==> config.mk <==
export PLATFORM = sky130hd
export DESIGN_NAME = game_round_ctrl
export DESIGN_NICKNAME = d
export VERILOG_FILES = /design/src/rtl/game_round_ctrl.sv
export SDC_FILE = /design/constraint.sdc
export NUM_CORES = 1
export LEC_CHECK = 0
export ABC_AREA = 1
export CORE_MARGIN = 4
export CORE_UTILIZATION = 40
export DETAILED_ROUTE_END_ITERATION = 10
export SLEW_MARGIN = 20
export SYNTH_ARGS = -nofsm -noshare
export SYNTH_HDL_FRONTEND = slang
export SYNTH_SLANG_ARGS = --single-unit
==> constraint.sdc <==
create_clock -name clk -period 3.7 [get_ports clk]
set_clock_uncertainty 0.05 [all_clocks]
set_input_delay 0.74 -clock clk [delete_from_list [all_inputs] [get_ports clk]]
set_output_delay 0.74 -clock clk [all_outputs]
set_load 0.02 [all_outputs]
==> src/rtl/game_round_ctrl.sv <==
// Game session sequencer: seeds an LFSR, lights pseudo-random targets for a
// bounded number of game ticks, scores hits and ends the game after too many misses.
module game_round_ctrl #(
  parameter int TGT_W      = 3,
  parameter int SHOW_TICKS = 4,
  parameter int MAX_MISS   = 3,
  parameter int SCORE_W    = 8
) (
  input  logic               clk,
  input  logic               rst_n,
  input  logic               upd,
  input  logic [24:0]        seed,
  input  logic               start,
  input  logic               hit,
  input  logic [TGT_W-1:0]   hit_idx,
  output logic               target_on,
  output logic [TGT_W-1:0]   target_idx,
  output logic [SCORE_W-1:0] score,
  output logic [3:0]         misses,
  output logic               busy,
  output logic               game_over
);

  localparam logic [2:0] S_IDLE = 3'd0;
  localparam logic [2:0] S_LOAD = 3'd1;
  localparam logic [2:0] S_PICK = 3'd2;
  localparam logic [2:0] S_SHOW = 3'd3;
  localparam logic [2:0] S_GAP  = 3'd4;
  localparam logic [2:0] S_OVER = 3'd5;

  localparam logic [15:0] LFSR_INIT = 16'hACE1;
  localparam logic [3:0]  LAST_TICK = 4'(SHOW_TICKS - 1);
  localparam logic [3:0]  MISS_END  = 4'(MAX_MISS);

  logic [2:0]  state;
  logic [15:0] lfsr, lfsr_next, seed_ld;
  logic        upd_q, tick, correct;
  logic [3:0]  tcnt, miss_inc;
  logic        unused_seed;

  // Both edges of the slow update level count as one game tick.
  assign tick      = upd ^ upd_q;
  assign lfsr_next = {1'b0, lfsr[15:1]} ^ (lfsr[0] ? 16'hB400 : 16'h0000);
  assign seed_ld   = (seed[15:0] == 16'h0000) ? LFSR_INIT : seed[15:0];
  assign correct   = hit && (hit_idx == target_idx);
  assign miss_inc  = misses + 4'd1;
  assign unused_seed = ^seed[24:16];

  always_ff @(posedge clk or negedge rst_n) begin
    if (!rst_n) begin
      state      <= S_IDLE;
      lfsr       <= LFSR_INIT;
      upd_q      <= 1'b0;
      tcnt       <= 4'd0;
      target_on  <= 1'b0;
      target_idx <= '0;
      score      <= '0;
      misses     <= 4'd0;
      busy       <= 1'b0;
      game_over  <= 1'b0;
    end else begin
      upd_q <= upd;
      case (state)
        S_IDLE: if (start) state <= S_LOAD;
        S_LOAD: begin
          lfsr      <= seed_ld;
          score     <= '0;
          misses    <= 4'd0;
          game_over <= 1'b0;
          busy      <= 1'b1;
          state     <= S_PICK;
        end
        S_PICK: begin
          lfsr       <= lfsr_next;
          target_idx <= lfsr_next[15 -: TGT_W];
          tcnt       <= 4'd0;
          target_on  <= 1'b1;
          state      <= S_SHOW;
        end
        S_SHOW: begin
          // A correct hit beats a timeout tick arriving in the same cycle.
          if (correct) begin
            if (score != '1) score <= score + SCORE_W'(1);
            target_on <= 1'b0;
            state     <= S_GAP;
          end else if (tick) begin
            if (tcnt == LAST_TICK) begin
              misses    <= miss_inc;
              target_on <= 1'b0;
              if (miss_inc == MISS_END) begin
                game_over <= 1'b1;
                busy      <= 1'b0;
                state     <= S_OVER;
              end else begin
                state <= S_GAP;
              end
            end else begin
              tcnt <= tcnt + 4'd1;
            end
          end
        end
        S_GAP:  if (tick) state <= S_PICK;
        S_OVER: if (start) state <= S_LOAD;
        default: state <= S_IDLE;
      endcase
    end
  end

endmodule

## Word level (Yosys, flattened, before mapping)

Cells that the tools add are included.

| storage, ports and cells | value |
|---|---|
| input bits | 33 |
| word-level logic and storage cells | 83 |
| flip-flop bits (word level) | 42 |
| output and inout bits | 18 |

| cells by class | value |
|---|---|
| bitwise gates (word level) | 2 |
| muxes and demuxes | 35 |
| reduce and logical (&&, ||, !) cells | 13 |
| eq/ne operators | 20 |
| $add $sub $neg | 3 |

Operators by type and width:

| operator | number |
|---|---|
| $mux W16 | 2 |
| $pmux W16 S2 | 1 |
| $mux W4 | 6 |
| $logic_not A16 Y1 | 1 |
| $mux W8 | 2 |
| $ne A2 B2 Y1 const B | 8 |
| $pmux W4 S2 | 2 |
| $pmux W8 S2 | 1 |
| $xor A15 B16 Y16 | 1 |
| $mux W3 | 5 |
| $pmux W3 S5 | 1 |
| $mux W1 | 12 |
| $reduce_and A4 Y1 | 3 |
| $add A4 B1 Y4 const B | 2 |
| $add A8 B1 Y8 const B | 1 |
| $eq A4 B2 Y1 const B | 2 |
| $ne A8 B8 Y1 const B | 1 |
| $eq A3 B2 Y1 const B | 2 |
| $eq A3 B3 Y1 const B | 2 |
| $ne A3 B3 Y1 const B | 2 |
| $pmux W1 S2 | 3 |
| $reduce_and A3 Y1 | 2 |
| $reduce_bool A2 Y1 | 3 |
| $reduce_and A5 Y1 | 1 |
| 7 further kinds | 7 |

## Longest topological paths before layout

Gate-level depths: netlist of the first run.

| logic depth | value |
|---|---|
| depth in word-level cells | 7 |
| mapped depth | 10 |
| mapped depth without buffers | 10 |

## Worst setup path before layout of the first run

OpenSTA, ideal clock, no wires.

| path | value |
|---|---|
| kind | input port to flip-flop |
| start point | input hit_idx[0] |
| end point | register tcnt[2] |
| data required time | 3.534 ns |
| cell stages on the path | 9 |
| path buffers | 0 |
| library setup time | 0.116 ns |
| arrival time | 1.458 ns |
| setup slack | 2.076 ns |
| cell sequence | inv_1 > nand2_1 > nand2_1 > nor2_2 > nand2_2 > nand2_1 > nand2_1 > nand2_1 > nand2_1 |

| on the way | value |
|---|---|
| cells in the longest elaborated chain, start to end | 4 |

RTL lines:

| what | RTL line | text |
|---|---|---|
| start, declared | 15 | `input logic [TGT_W-1:0] hit_idx,` |
| $eq A3 B3 Y1 | 45 | `assign correct = hit && (hit_idx == target_idx);` |
| $logic_and A1 B1 Y1 | 45 |  |
| $ne A2 B2 Y1 (no source line) | n/a |  |
| $reduce_and A4 Y1 (no source line) | n/a |  |
| end signal, assigned | 98 | `tcnt <= tcnt + 4'd1;` |
| end, declared | 38 | `logic [3:0] tcnt, miss_inc;` |

Every way passes these cells.
A chain may end at the register's enable or synchronous reset.

## Worst setup path in the final report of the first run

| path | value |
|---|---|
| start point | register misses[0] |
| end point | output misses[0] |

RTL lines:

| what | RTL line | text |
|---|---|---|
| start, declared | 19 | `output logic [3:0] misses,` |
| start signal, assigned | 88 | `misses <= miss_inc;` |

No word-level cell between the ends.

==> results of run 1 <==
sequential cells by signal, summed over array words and instances (netlist names):
| name | cells |
|---|---|
| upd_q | 1 |
| tcnt | 4 |
| misses | 4 |
| score | 8 |
| state | 3 |
| busy | 1 |
| target_idx | 3 |
| target_on | 1 |
| game_over | 1 |
| lfsr | 16 |
worst reg2reg max path, stage by stage (launching register included):
cell and delay, ns:
dfrtp_1 0.43, nand2_1 0.08, nor2_2 0.51, inv_2 0.22
nor2_1 0.14, nand2_1 0.08, nand2_1 0.10, inv_1 0.05
nand2_1 0.05, nand2_1 0.04
routing by layer:
| metal | part of all wire (%) | routed length, um | vias up | track usage (%) |
|---|---|---|---|---|
| li1 | - | - | 1147 | - |
| met1 | 45 | 2450 | 996 | 19.2 |
| met2 | 49 | 2650 | 39 | 27.0 |
| met3 | 4.1 | 219 | 5 | 3.14 |
| met4 | 1.3 | 70 | 0 | 5.52 |
| met5 | 0 | 0 | - | 0 |
report_power, final:
group	internal, mW	switching (mW)	leakage, nW
Clock	0.150	0.167	0.0472
Sequential	0.639	0.109	0.524
Combinational	0.318	0.567	0.886
Yosys cell counts (all sizes together):
cell	instances
nand2	127
inv	42
nor2	40
dfrtp	34
nand3	34
a21oi	9
o21ai	9
dfstp	8
buf	6
nand4	5
o22ai	5
ha	4
xnor2	4
o211ai	3
xor2	3
nor3	2
a31oi	1
clkbuf	1
clkinv	1
o21a	1
worst paths after layout:
check / end / start / slack [ns] / depth (start not counted)
setup / recovery: misses[0] / misses[0] / 1.49 / 1
hold / removal: misses[1] / rst_n / 0.30 / 1
setup reg to reg: state[0] / state[0] / 1.84 / 9
hold reg to reg: lfsr[10] / lfsr[10] / 0.43 / 2
max in group asynchronous: lfsr[10] / rst_n / 2.73 / 2
min in group clk: lfsr[10] / lfsr[10] / 0.43 / 2
final cells by class:
type                    count  area [um^2]  share of cell area [%]
well taps                  75         93.8                    3.10
multi-input cells         247         1190                    39.2
flip-flops and latches     42         1060                    35.1
clock inverters             2         12.5                   0.413
inverters                  43          164                    5.42
repair buffers             42          425                    14.1
clock buffers               6         82.6                    2.73
cells by family after synthesis:
| group | share of synthesized area (%) |
|---|---|
| and+or+nand+nor | 36.4 |
| buffers and inverters | 9.24 |
| DFF | 42.8 |
| AOI/OAI and AO/OA | 7.07 |
| xor gates and xnor gates | 2.47 |
| adders and majority gates | 2.02 |
==> out/metrics.cfg, run 1 <==
[status]
status=finished clean

[timing]
slew_viol_final=0
fin_setup_tns_ns=0
final-hold-violation-count=0
finalCritPeriodShare_pct=59.9
rsz0062_at_grt=no
finalCriticalPeriod_ns=2.21
worstMarginPinSlew_ns=0.651
setup_slack_ns=1.49
setup_violations=0
max_freq_mhz=452
slew-limit-headroom_pct=56.6
holdWs_ns=0.302

[finish]
antenna-diode-count=0
final_cell_area_um2=3030
drive_gt1_share_pct=10.7
final_cell_mix=nand2_1 (119), clkdlybuf4s50_1 (40), inv_1 (36), nor2_1 (36), dfrtp_1 (34)
area_growth_pct=22.2
nets=418
final_common_cell=nand2_1
num-fill-cells=616
final_cells=457
final_util_pct=50.8

[clock_network]
path_clk_slew_ns=0.09
cts_buffers=5
ctsHoldBuffers=0
clock_latency_ns=0.30
cts_tree=done
postCtsSetupBuffers=0
root_buffer=clkbuf_8
cts.sinks=42
h-tree-depth=2
cts_resized=0
cts_buffer_depth=2

[critical_path]
critPathBufInv=1
worst_path_largest_cell_delay_ns=0.65
path_class=reg -> out
required_ns=2.91
critPathMaxFanout=8
worstPathCellList=clkdlybuf4s50_1
end_kind=output pin
cp_slowest_cell=clkdlybuf4s50_1
critical_path.top_delay_family=buffers and inverters
arrival_ns=1.42
cp-start-kind=register

[power]
p_total_mw=1.95
leakage_nw=1.46
power.density_nw_per_um2=644
ir_drop_uv=303

[route]
wl_per_cell_um=11.8
post-route-drc-count=0
firstDrtPassIters=4
drt_iter0_markers=95
antenna_left=0
route.vias.total=2187
via_per_inst=4.79
finalWirelength_mm=5.39

[synthesis]
synth.cell_area_um2=2480
synth.area.top_cells=dfrtp_1 (34%), nand2_1 (18%), dfstp_2 (8.5%)
synth_fp_nets=376
synth_cells=339
synth_top_area_share_pct=34.3
avgSynthCellArea_um2=7.31
synth_seq_area_share_pct=42.8
synth_cell_types=30
yosys_register_bits=42
yosys.area.top_type=dfrtp_1
yosys_warnings=0

[floorplanning]
row_count=28
pin_count=51
die_area_um2=7520
fp.dieH_um=86.7
die_w_um=86.7
initial_core_util_pct=41.6
core_um2=5960

[placement]
port_buffers=41
placed_area_um2=2910
gp_congestion=0.788
numPlacedInstances=448
dp_slack_ns=1.40
dp_hpwl_mm=3.98

[grt]
grt_pass1_wl_mm=9.41
grt.overflow.total=0
antenna_found_initial=0
grt_max_degree=43
grt_use_total_pct=15.6
grt_pass1_vias=2098

[min_path]
min_path_type=in -> async

[run]
drv_cap=0

Power figures use the tool's default switching activity.
==> run 2: changes to the inputs <==
--- a/config.mk
+++ b/config.mk
@@ -9,6 +9,7 @@
 export CORE_MARGIN = 4
 export CORE_UTILIZATION = 40
 export DETAILED_ROUTE_END_ITERATION = 10
+export PLACE_DENSITY = 0.67
 export SLEW_MARGIN = 20
 export SYNTH_ARGS = -nofsm -noshare
 export SYNTH_HDL_FRONTEND = slang
==> constraint.sdc (replaced) <==
create_clock -name clk -period 2 [get_ports clk]
set_clock_uncertainty 0.05 [all_clocks]
set_input_delay 0.4 -clock clk [delete_from_list [all_inputs] [get_ports clk]]
set_output_delay 0.4 -clock clk [all_outputs]
set_load 0.02 [all_outputs]
==> out/metrics.cfg, run 2 (synthesis gave the netlist of run 1 again) <==
[status]
status=finished clean  ; unchanged

[clock_network]
cts_buffers=5  ; unchanged
root_buffer=clkbuf_8  ; unchanged
cts_tree=done  ; unchanged
h-tree-depth=2  ; unchanged
path_clk_slew_ns=0.09  ; about the same
clock_latency_ns=0.30  ; about the same
cts.sinks=42  ; unchanged
cts_buffer_depth=2  ; unchanged
cts_resized=0  ; unchanged
ctsHoldBuffers=1  ; was 0
postCtsSetupBuffers=0  ; unchanged

[timing]
max_freq_mhz=529
finalCritPeriodShare_pct=94.6
rsz0062_at_grt=no  ; unchanged
setup_slack_ns=0.109  ; was 1.49 ns
fin_setup_tns_ns=0  ; unchanged
setup_violations=0  ; unchanged
slew_viol_final=0  ; unchanged
final-hold-violation-count=0  ; unchanged
holdWs_ns=0.426  ; was 0.302 ns
slew-limit-headroom_pct=74.9  ; was 56.6%
finalCriticalPeriod_ns=1.89
worstMarginPinSlew_ns=0.377  ; was 0.651 ns

[finish]
final_cell_mix=nand2_1 (119), clkdlybuf4s50_1 (40), inv_1 (36), nor2_1 (36), dfrtp_1 (34)  ; unchanged
top_register=lfsr  ; unchanged
drive_gt1_share_pct=11.9  ; was 10.7%
nets=424  ; was 418
largest_reg_flops=16  ; unchanged
area_growth_pct=23.5  ; was 22.2%
num-fill-cells=603  ; was 616
final_cell_area_um2=3060  ; was 3030 um^2
largestRegisters=lfsr: 16 flops, score: 8 flops  ; unchanged
final_common_cell=nand2_1  ; unchanged
antenna-diode-count=0  ; unchanged
multi_input_area_um2=1190  ; unchanged
final_util_pct=51.4  ; was 50.8%
ff_latch_area_um2=1060  ; unchanged

[critical_path]
startpoint=misses[0]  ; unchanged
critPathMaxFanout=8  ; unchanged
cp-start-kind=register  ; unchanged
crit_end=misses[0]  ; unchanged
end_kind=output pin  ; unchanged
critPathBufInv=1  ; unchanged
arrival_ns=1.44  ; was 1.42 ns
critical_path.top_delay_family=buffers and inverters  ; unchanged
cp_slowest_cell=clkdlybuf4s50_1  ; unchanged
worstPathCellList=clkdlybuf4s50_1  ; unchanged
rrSetupSlack_ns=0.37  ; was 1.84 ns
worstRegToRegCells=7  ; was 9
worst_path_largest_cell_delay_ns=0.65  ; about the same
path_depth=1  ; unchanged
worstReg2RegEnd=score[2]  ; was state[0]
required_ns=1.55  ; was 2.91 ns
r2r_start=score[0]  ; was state[0]
path_class=reg -> out  ; unchanged

[power]
power_switching_mw=1.55  ; was 0.843 mW
sw_frac_of_total_pct=42.9  ; was 43.2%
leakage_nw=1.47  ; was 1.46 nW
combPwrFrac_pct=46.2  ; was 45.4%
power.density_nw_per_um2=1180  ; was 644 nW/um^2
pwr-share-seq_pct=38.3  ; about the same
clockPowerShare_pct=15.6  ; was 16.3%
internal_power_mw=2.06  ; was 1.11 mW
ir_drop_uv=465  ; was 303 uV

[floorplanning]
die_area_um2=7520  ; unchanged
initial_core_util_pct=41.6  ; unchanged
row_count=28  ; unchanged
fp.dieH_um=86.7  ; unchanged
core_um2=5960  ; unchanged
die_w_um=86.7  ; unchanged
pin_count=51  ; unchanged

[route]
drt_iter0_markers=57  ; was 95
finalWirelength_mm=5.16  ; was 5.39 mm
firstDrtPassIters=4  ; unchanged
wl_per_cell_um=11.1  ; was 11.8 um
via_per_inst=4.78  ; was 4.79
antenna_left=0  ; unchanged
route.vias.total=2212  ; was 2187
post-route-drc-count=0  ; unchanged

[placement]
port_buffers=41  ; unchanged
dp_slack_ns=0.110  ; was 1.40 ns
dp_hpwl_mm=4.06  ; was 3.98 mm
gp_congestion=0.791  ; was 0.788
placed_area_um2=2960  ; was 2910 um^2

[grt]
grt.overflow.total=0  ; unchanged
grt_pass1_wl_mm=9.14  ; was 9.41 mm
grt_pass1_vias=2129  ; was 2098
grt_use_total_pct=15.1  ; was 15.6%
antenna_found_initial=0  ; unchanged
grt_max_degree=20  ; was 43

[run]
drv_cap=0  ; unchanged

[min_path]
min_path_type=reg -> reg  ; was in -> async

run 2: layout make-up:
class,instances,area share (%)
clock buffers,5,2.25
clock inverters,3,0.777
inverters,43,5.36
multi-input cells,247,38.8
flip-flops and latches,42,34.7
well taps,75,3.07
repair buffers,48,15.1
run 2: per-stage QoR:
step / total power, mW / std cells
floorplan: 2.69 / 339
global placement: 3.04 / 454
detailed placement: 3.08 / 454
CTS: 3.66 / 463
global route: 3.94 / 463
finish: 3.61 / 463
run 2: worst min-delay path by stage:
stage / startpoint / endpoint / slack [ns] / cells after the start
2_1_floorplan: rst_n / busy / 0.05 / 0
3_3_place_gp: rst_n / misses[3] / 0.24 / 1
3_5_place_dp: rst_n / misses[3] / 0.24 / 1
4_1_cts: game_over / game_over / 0.43 / 2
5_1_grt: rst_n / target_idx[1] / 0.45 / 2
6_report: game_over / game_over / 0.43 / 2
run 2: power groups by stage:
stage / combinational, mW / clock (mW) / sequential (mW)
after detailed placement: 1.68 / 0 / 1.40
after global placement: 1.65 / 0 / 1.39
after CTS: 1.69 / 0.585 / 1.38
after global routing: 1.89 / 0.632 / 1.42
final: 1.66 / 0.561 / 1.38
after floorplan: 1.30 / 0 / 1.40
run 2: routing by layer:
layer  share of wire [%]  track usage [%]  up-vias
li1                    -                -     1157
met1                  45             18.8     1006
met2                  48             26.2       41
met3                 4.7             3.90        8
met4                 1.4             3.82        0
met5                   0                0        -
==> run 3: changes to the inputs <==
--- a/config.mk
+++ b/config.mk
@@ -8,6 +8,7 @@
 export ABC_AREA = 1
 export CORE_MARGIN = 4
 export CORE_UTILIZATION = 40
+export CTS_BUF_LIST = sky130_fd_sc_hd__clkbuf_16
 export DETAILED_ROUTE_END_ITERATION = 10
 export PLACE_DENSITY = 0.67
 export SLEW_MARGIN = 20
==> out/metrics.cfg, run 3 (synthesis gave the netlist of run 1 again) <==
[route]
firstDrtPassIters=4  ; unchanged
antenna_left=0  ; unchanged
wl_per_cell_um=11.2  ; was 11.1 um
route.vias.total=2227  ; was 2212
via_per_inst=4.81  ; was 4.78
post-route-drc-count=0  ; unchanged
drt_iter0_markers=61  ; was 57
finalWirelength_mm=5.19  ; was 5.16 mm

[grt]
grt_pass1_wl_mm=9.28  ; was 9.14 mm
grt_use_total_pct=15.3  ; was 15.1%
grt_max_degree=20  ; unchanged
grt.overflow.total=0  ; unchanged
grt_pass1_vias=2151  ; was 2129
antenna_found_initial=0  ; unchanged

[clock_network]
cts.sinks=42  ; unchanged
cts_buffers=5  ; unchanged
path_clk_slew_ns=0.06  ; was 0.09 ns
clock_latency_ns=0.29  ; was 0.30 ns
cts_buffer_depth=2  ; unchanged
ctsHoldBuffers=1  ; unchanged
h-tree-depth=2  ; unchanged
cts_tree=done  ; unchanged
postCtsSetupBuffers=0  ; unchanged
cts_resized=0  ; unchanged
root_buffer=clkbuf_16  ; was clkbuf_8

[run]
drv_cap=0  ; unchanged

[timing]
finalCriticalPeriod_ns=1.86  ; was 1.89 ns
finalCritPeriodShare_pct=93.1  ; was 94.6%
setup_violations=0  ; unchanged
max_freq_mhz=537  ; was 529 MHz
slew-limit-headroom_pct=74.9  ; about the same
fin_setup_tns_ns=0  ; unchanged
slew_viol_final=0  ; unchanged
rsz0062_at_grt=no  ; unchanged
final-hold-violation-count=0  ; unchanged
worstMarginPinSlew_ns=0.377  ; about the same

[placement]
gp_congestion=0.791  ; unchanged
port_buffers=41  ; unchanged
dp_hpwl_mm=4.06  ; unchanged
placed_area_um2=2960  ; unchanged

[finish]
nets=424  ; unchanged
drive_gt1_share_pct=11.9  ; unchanged
largest_reg_flops=16  ; unchanged
final_util_pct=52.3  ; was 51.4%
area_growth_pct=25.8  ; was 23.5%
largestRegisters=lfsr: 16 flops, score: 8 flops  ; unchanged
final_cell_mix=nand2_1 (119), clkdlybuf4s50_1 (40), inv_1 (36), nor2_1 (36), dfrtp_1 (34)  ; unchanged
final_cell_area_um2=3120  ; was 3060 um^2
final_common_cell=nand2_1  ; unchanged
antenna-diode-count=0  ; unchanged
top_register=lfsr  ; unchanged

[floorplanning]
fp.dieH_um=86.7  ; unchanged
pin_count=51  ; unchanged
initial_core_util_pct=41.6  ; unchanged
die_w_um=86.7  ; unchanged
row_count=28  ; unchanged
die_area_um2=7520  ; unchanged
core_um2=5960  ; unchanged

[critical_path]
worstRegToRegCells=7  ; unchanged
path_depth=1  ; unchanged
end_kind=output pin  ; unchanged
cp-start-kind=register  ; unchanged
critPathBufInv=1  ; unchanged
path_class=reg -> out  ; unchanged
critPathMaxFanout=8  ; unchanged
worst_path_largest_cell_delay_ns=0.65  ; about the same
cp_slowest_cell=clkdlybuf4s50_1  ; unchanged
arrival_ns=1.41  ; was 1.44 ns
required_ns=1.55  ; about the same
worstPathCellList=clkdlybuf4s50_1  ; unchanged
critical_path.top_delay_family=buffers and inverters  ; unchanged

[status]
status=finished clean  ; unchanged

[power]
p_total_mw=3.86  ; was 3.61 mW
power.density_nw_per_um2=1240  ; was 1180 nW/um^2
leakage_nw=1.50  ; was 1.47 nW
ir_drop_uv=501  ; was 465 uV

[min_path]
min_path_type=reg -> reg  ; unchanged
hold_depth=2  ; unchanged

run 3: cell type report:
type	count	area [um^2]
Inverter	43	164
Tap cell	75	93.8
Timing Repair Buffer	48	460
Multi-Input combinational cell	247	1190
Sequential cell	42	1060
Clock buffer	5	125
Fill cell	595	2840
Clock inverter	3	23.8
run 3: power breakdown:
| group | leakage [nW] | switching, mW | internal [mW] |
|---|---|---|---|
| Clock | 0.0664 | 0.340 | 0.466 |
| Sequential | 0.524 | 0.198 | 1.18 |
| Combinational | 0.910 | 1.04 | 0.626 |
run 3: path summary, 6_finish.rpt:
path / startpoint / endpoint / slack (ns)
worst min register to register: game_over / game_over / 0.42
worst max-delay path: misses[0] / misses[0] / 0.14
max in group asynchronous: rst_n / lfsr[10] / 0.84
min in group asynchronous: rst_n / misses[3] / 0.47
worst min-delay path: game_over / game_over / 0.42
worst max register to register: score[0] / score[2] / 0.37
run 3: routing by layer:
layer  GRT usage (%)  vias to the layer above  part of all wire (%)
li1                -                     1158                     -
met2            26.5                       44                    49
met5               0                        -                     0
met3            3.61                        9                   4.7
met4            4.25                        0                   1.4
met1            19.0                     1016                    45
run 3: per-stage QoR:
step / hold slack (ns) / instances / setup slack (ns)
floorplan: 0.0544 / 339 / 0.456
global placement: 0.240 / 454 / 0.127
detailed placement: 0.241 / 454 / 0.110
CTS: 0.428 / 463 / 0.122
global route: 0.458 / 463 / 0.0778
finish: 0.421 / 463 / 0.137
